**config.mk**
```make
export PLATFORM = sky130hd
export DESIGN_NAME = lcd_reader
export DESIGN_NICKNAME = d
export VERILOG_FILES = /design/src/rtl/lcd_reader.sv
export SDC_FILE = /design/constraint.sdc
export NUM_CORES = 1
export LEC_CHECK = 0
export CAP_MARGIN = 0
export CORE_MARGIN = 1
export CORE_UTILIZATION = 50
export CTS_CLUSTER_SIZE = 28
export DETAILED_ROUTE_END_ITERATION = 10
export PLACE_DENSITY = 0.76
export SLEW_MARGIN = 25
export SYNTH_ARGS = -nofsm -noshare
export SYNTH_HDL_FRONTEND = slang
export SYNTH_SLANG_ARGS = --single-unit
```
**constraint.sdc**
```tcl
create_clock -name clk -period 4.71 [get_ports clk]
set_input_delay 0.7065 -clock clk [delete_from_list [all_inputs] [get_ports clk]]
set_output_delay 0.7065 -clock clk [all_outputs]
set_load 0.02 [all_outputs]
```
**src/rtl/lcd_reader.sv**
```systemverilog
// HD44780-style read sequencer: drives RS/RW/E for data or busy-flag reads and
// captures the LCD data bus at the end of the E pulse, optionally polling BF.
module lcd_reader #(
  parameter int unsigned SETUP_CYCLES = 2,
  parameter int unsigned PULSE_CYCLES = 12,
  parameter int unsigned HOLD_CYCLES  = 2,
  parameter int unsigned POLL_MAX     = 16
) (
  input  logic       clk,
  input  logic       rst_n,
  input  logic       req,
  input  logic       rs,
  input  logic       poll,
  output logic       busy,
  output logic [7:0] rdata,
  output logic       rvalid,
  output logic       timeout,
  input  logic [7:0] lcd_data_in,
  output logic [1:0] lcd_ctrl,
  output logic       lcd_enable
);

  localparam int unsigned MAX_SP  = (SETUP_CYCLES > PULSE_CYCLES) ? SETUP_CYCLES : PULSE_CYCLES;
  localparam int unsigned MAX_CYC = (MAX_SP > HOLD_CYCLES) ? MAX_SP : HOLD_CYCLES;
  localparam int unsigned CNT_W   = (MAX_CYC > 1) ? $clog2(MAX_CYC) : 1;
  localparam int unsigned ATT_W   = 8;

  typedef enum logic [1:0] {
    ST_IDLE  = 2'd0,
    ST_SETUP = 2'd1,
    ST_PULSE = 2'd2,
    ST_HOLD  = 2'd3
  } state_t;

  state_t             state_q, state_d;
  logic [CNT_W-1:0]   cnt_q, cnt_d;
  logic [ATT_W-1:0]   att_q, att_d;
  logic               poll_q, poll_d;
  logic [7:0]         cap_q, cap_d;
  logic               busy_q, busy_d;
  logic [7:0]         rdata_q, rdata_d;
  logic               rvalid_q, rvalid_d;
  logic               timeout_q, timeout_d;
  logic [1:0]         ctrl_q, ctrl_d;
  logic               en_q, en_d;

  // State and output registers
  always_ff @(posedge clk or negedge rst_n) begin
    if (!rst_n) begin
      state_q   <= ST_IDLE;
      cnt_q     <= '0;
      att_q     <= '0;
      poll_q    <= 1'b0;
      cap_q     <= '0;
      busy_q    <= 1'b0;
      rdata_q   <= '0;
      rvalid_q  <= 1'b0;
      timeout_q <= 1'b0;
      ctrl_q    <= 2'b00;
      en_q      <= 1'b0;
    end else begin
      state_q   <= state_d;
      cnt_q     <= cnt_d;
      att_q     <= att_d;
      poll_q    <= poll_d;
      cap_q     <= cap_d;
      busy_q    <= busy_d;
      rdata_q   <= rdata_d;
      rvalid_q  <= rvalid_d;
      timeout_q <= timeout_d;
      ctrl_q    <= ctrl_d;
      en_q      <= en_d;
    end
  end

  // Next-state and next-output logic
  always_comb begin
    state_d   = state_q;
    cnt_d     = cnt_q;
    att_d     = att_q;
    poll_d    = poll_q;
    cap_d     = cap_q;
    busy_d    = busy_q;
    rdata_d   = rdata_q;
    rvalid_d  = 1'b0;
    timeout_d = timeout_q;
    ctrl_d    = ctrl_q;
    en_d      = en_q;

    unique case (state_q)
      ST_IDLE: begin
        if (req) begin
          poll_d  = poll;
          ctrl_d  = {(poll ? 1'b0 : rs), 1'b1};
          busy_d  = 1'b1;
          att_d   = ATT_W'(1);
          cnt_d   = CNT_W'(SETUP_CYCLES - 1);
          state_d = ST_SETUP;
        end
      end
      ST_SETUP: begin
        if (cnt_q == '0) begin
          en_d    = 1'b1;
          cnt_d   = CNT_W'(PULSE_CYCLES - 1);
          state_d = ST_PULSE;
        end else begin
          cnt_d = cnt_q - CNT_W'(1);
        end
      end
      ST_PULSE: begin
        // Sample the bus on the falling-E edge: value of the last E-high cycle
        if (cnt_q == '0) begin
          en_d    = 1'b0;
          cap_d   = lcd_data_in;
          cnt_d   = CNT_W'(HOLD_CYCLES - 1);
          state_d = ST_HOLD;
        end else begin
          cnt_d = cnt_q - CNT_W'(1);
        end
      end
      ST_HOLD: begin
        if (cnt_q == '0) begin
          if (poll_q && cap_q[7] && (att_q < ATT_W'(POLL_MAX))) begin
            att_d   = att_q + ATT_W'(1);
            cnt_d   = CNT_W'(SETUP_CYCLES - 1);
            state_d = ST_SETUP;
          end else begin
            rdata_d   = cap_q;
            rvalid_d  = 1'b1;
            timeout_d = poll_q & cap_q[7];
            ctrl_d    = 2'b00;
            busy_d    = 1'b0;
            state_d   = ST_IDLE;
          end
        end else begin
          cnt_d = cnt_q - CNT_W'(1);
        end
      end
      default: state_d = ST_IDLE;
    endcase
  end

  assign busy       = busy_q;
  assign rdata      = rdata_q;
  assign rvalid     = rvalid_q;
  assign timeout    = timeout_q;
  assign lcd_ctrl   = ctrl_q;
  assign lcd_enable = en_q;

endmodule
```
==> results.toml <==
[worst_setup_path]
ff2ff_path_depth = 5
required_ns = 4.96
crit_end = "state_q[0]$_DFFE_PN0P_"
rr_endpoint = "cnt_q[3]$_DFFE_PN0P_"
cp_max_fo = 13
worstReg2RegStart = "cnt_q[1]$_DFFE_PN0P_"
arrival_ns = 2.44
crit_path_start = "req"
reg2reg_slack_ns = 2.60
crit_type = "primary input to register"
crit_path_end_kind = "register"
cp-start-kind = "primary input"

[sta]
maxSlewHeadroom_pct = 58.1
hold_violations = 0
fin_crit_ns = 2.18
setup_viol = 0
tns_ns = 0
worst_pin_slew_ns = 0.624
finalCritPeriodShare_pct = 46.4
fmax_mhz = 458
holdWs_ns = 0.473
skew_ns = 0.00686
rsz0062_at_grt = "no"
maxSlewViolCount = 0
setup_slack_ns = 2.53

[routing]
routedWlPerCell_microns = 14.1
routed_wl_microns = 3420
first_pass_iters = 4
viasPerCell = 5.36
ant_nets = 0
drtIter0Drc = 79
drc = 0
via_count = 1302

[clock_tree]
cts.sinks = 36
clk_latency_ns = 0.33
cts_made_buffers = 5
clkTransAtPathRegs_ns = 0.11
htree_levels = 2
tritoncts = "done"
post_cts_buffers = 0
cts_buffer_depth = 2
cts_hold_buffers = 0
cts_resized = 0
cts_root_buffer = "clkbuf_4"

[yosys]
synth-seq-area-share_pct = 51.9
synth_edf_count = 0
synthDistinctLibCells = 39
synth_nets = 189
async_flop_share_pct = 100
syn-cell-area_sq_um = 1730
ys_ff_latch = 36
synthCells = 170
yosysWarnings = 0
ys.flop_type = "dfrtp_1"
synth.avg_cell_area_sq_um = 10.2

[power]
total_power_mw = 1.37
ir_drop_uv = 349
power.leakage_nw = 0.987
switching_power_mw = 0.545
combPwrFrac_pct = 47.1
switching_share_pct = 39.6
intPower_mw = 0.830
powerDensity_nw_per_um2 = 656
sequentialPowerShare_pct = 37.6
clkPwrFrac_pct = 15.3

[global_routing]
antenna_found_initial = 0
grtUsageTotal_pct = 20.8
grt.overflow.total = 0
grt_pass1_vias = 1267
grt_max_degree = 37
grt_pass1_wl_microns = 5680

[placement]
port_buffers = 26
place_area_sq_um = 2020
pre_cts_ws_ns = 2.19
dp_hpwl_microns = 2410
gp_congestion = 0.837

[min_path]
hp-class = "register to register"

[flow_run]
maxCapViolCount = 0

[final_layout]
layout-drive-gt1-share_pct = 12.7
final_cell_area_sq_um = 2100
antenna_cells = 0
syn_to_final_growth_pct = 20.9
nets = 215

[die]
die_x_microns = 60.9
dieArea_sq_um = 3710
io_pins = 27
chipHeight_microns = 60.9
rows = 21
core_sq_um = 3340
start_util_pct = 52.0

[status]
run_status = "finished clean"
==> routing by layer <==
| metal | wire (microns) | vias to the layer above | track usage (%) |
|---|---|---|---|
| met5 | 0 | - | 0 |
| met2 | 1700 | 26 | 34.2 |
| met3 | 115 | 7 | 4.26 |
| met4 | 31 | 0 | 8.12 |
| met1 | 1570 | 629 | 27.0 |
| li1 | - | 640 | - |
==> registers in the layout (all words and copies together) (netlist names) <==
| name | count |
|---|---|
| att_q | 8 |
| cap_q | 8 |
| rdata | 8 |
| cnt_q | 4 |
| lcd_ctrl | 2 |
| state_q | 2 |
| lcd_enable | 1 |
| poll_q | 1 |
| rvalid | 1 |
| timeout | 1 |
==> cells in the final DEF (no fill, tap or decap), types with 2 or more instances in the layout <==
cell / n
o21a_1: 2
a21oi_1: 4
nand2_1: 36
inv_1: 7
dfrtp_1: 36
a21o_1: 2
nor2b_1: 3
o21ai_0: 10
ha_1: 6
and2_1: 4
and3_1: 3
nor2_1: 8
mux2_2: 10
clkbuf_4: 5
nand2b_1: 2
nand3_1: 3
a31oi_1: 4
nand4_1: 3
clkdlybuf4s50_1: 26
==> cell usage after synthesis, types with 2 or more instances <==
cell type	n	share of area (%)
o21ai_0	10	2.9
buf_2	5	1.4
dfrtp_1	36	52
nand4_1	3	1.1
ha_1	6	4.3
a21oi_1	4	1.2
a21o_1	2	0.87
nor2b_1	3	1.1
o21a_1	2	0.87
and2_1	4	1.4
nand2b_1	2	0.72
and3_1	3	1.1
inv_1	7	1.5
mux2_2	10	6.5
nand3_1	3	0.87
clkbuf_1	2	0.43
nand2_1	36	7.8
nor2_1	8	1.7
a31oi_1	4	1.4
==> kinds of logic after synthesis <==
family / after synthesis / share of synthesized area (%)
fa+ha+maj: 6 / 4.33
buf+inv: 16 / 4.04
mux: 10 / 6.49
simple gates: 71 / 20.9
flops: 36 / 51.9
compound gates: 31 / 12.3
==> through the flow <==
step	instances	utilization (%)
floorplan	170	-
global placement	235	60.5
detailed placement	235	60.5
CTS	243	62.8
global route	243	62.8
finish	243	62.8
==> power by group through the flow <==
stage               clock network [mW]  logic (mW)  registers (mW)
CTS                              0.216       0.651           0.517
global route                     0.227       0.718           0.533
floorplan                            0       0.387           0.568
detailed placement                   0       0.647           0.524
global placement                     0       0.620           0.515
finish                           0.210       0.647           0.517
==> critical path, stage by stage <==
cell             delay (ns)
clkdlybuf4s50_1        0.64
nand2b_1               0.43
o21ai_1                0.21
or3_1                  0.37
o21ai_0                0.08
==> how the worst min path moves through the flow <==
stage	startpoint	end	depth (start not counted)
final	cap_q[2]$_DFFE_PN0P_	rdata[2]$_DFFE_PN0P_	2
after global routing	cap_q[6]$_DFFE_PN0P_	rdata[6]$_DFFE_PN0P_	2
after CTS	cap_q[2]$_DFFE_PN0P_	rdata[2]$_DFFE_PN0P_	2
after detailed placement	cap_q[2]$_DFFE_PN0P_	rdata[2]$_DFFE_PN0P_	2
after global placement	cap_q[1]$_DFFE_PN0P_	rdata[1]$_DFFE_PN0P_	2
after floorplan	rst_n	att_q[0]$_DFFE_PN0P_	0
==> final cells by class <==
type / instances / area (sq um)
Fill cell: 304 / 1240
Sequential cell: 36 / 901
Multi-Input combinational cell: 118 / 763
Timing Repair Buffer: 27 / 268
Tap cell: 46 / 57.6
Clock buffer: 6 / 41.3
Clock inverter: 2 / 35.0
Inverter: 8 / 30.0
No activity file was read; power rests on OpenSTA's default activity.
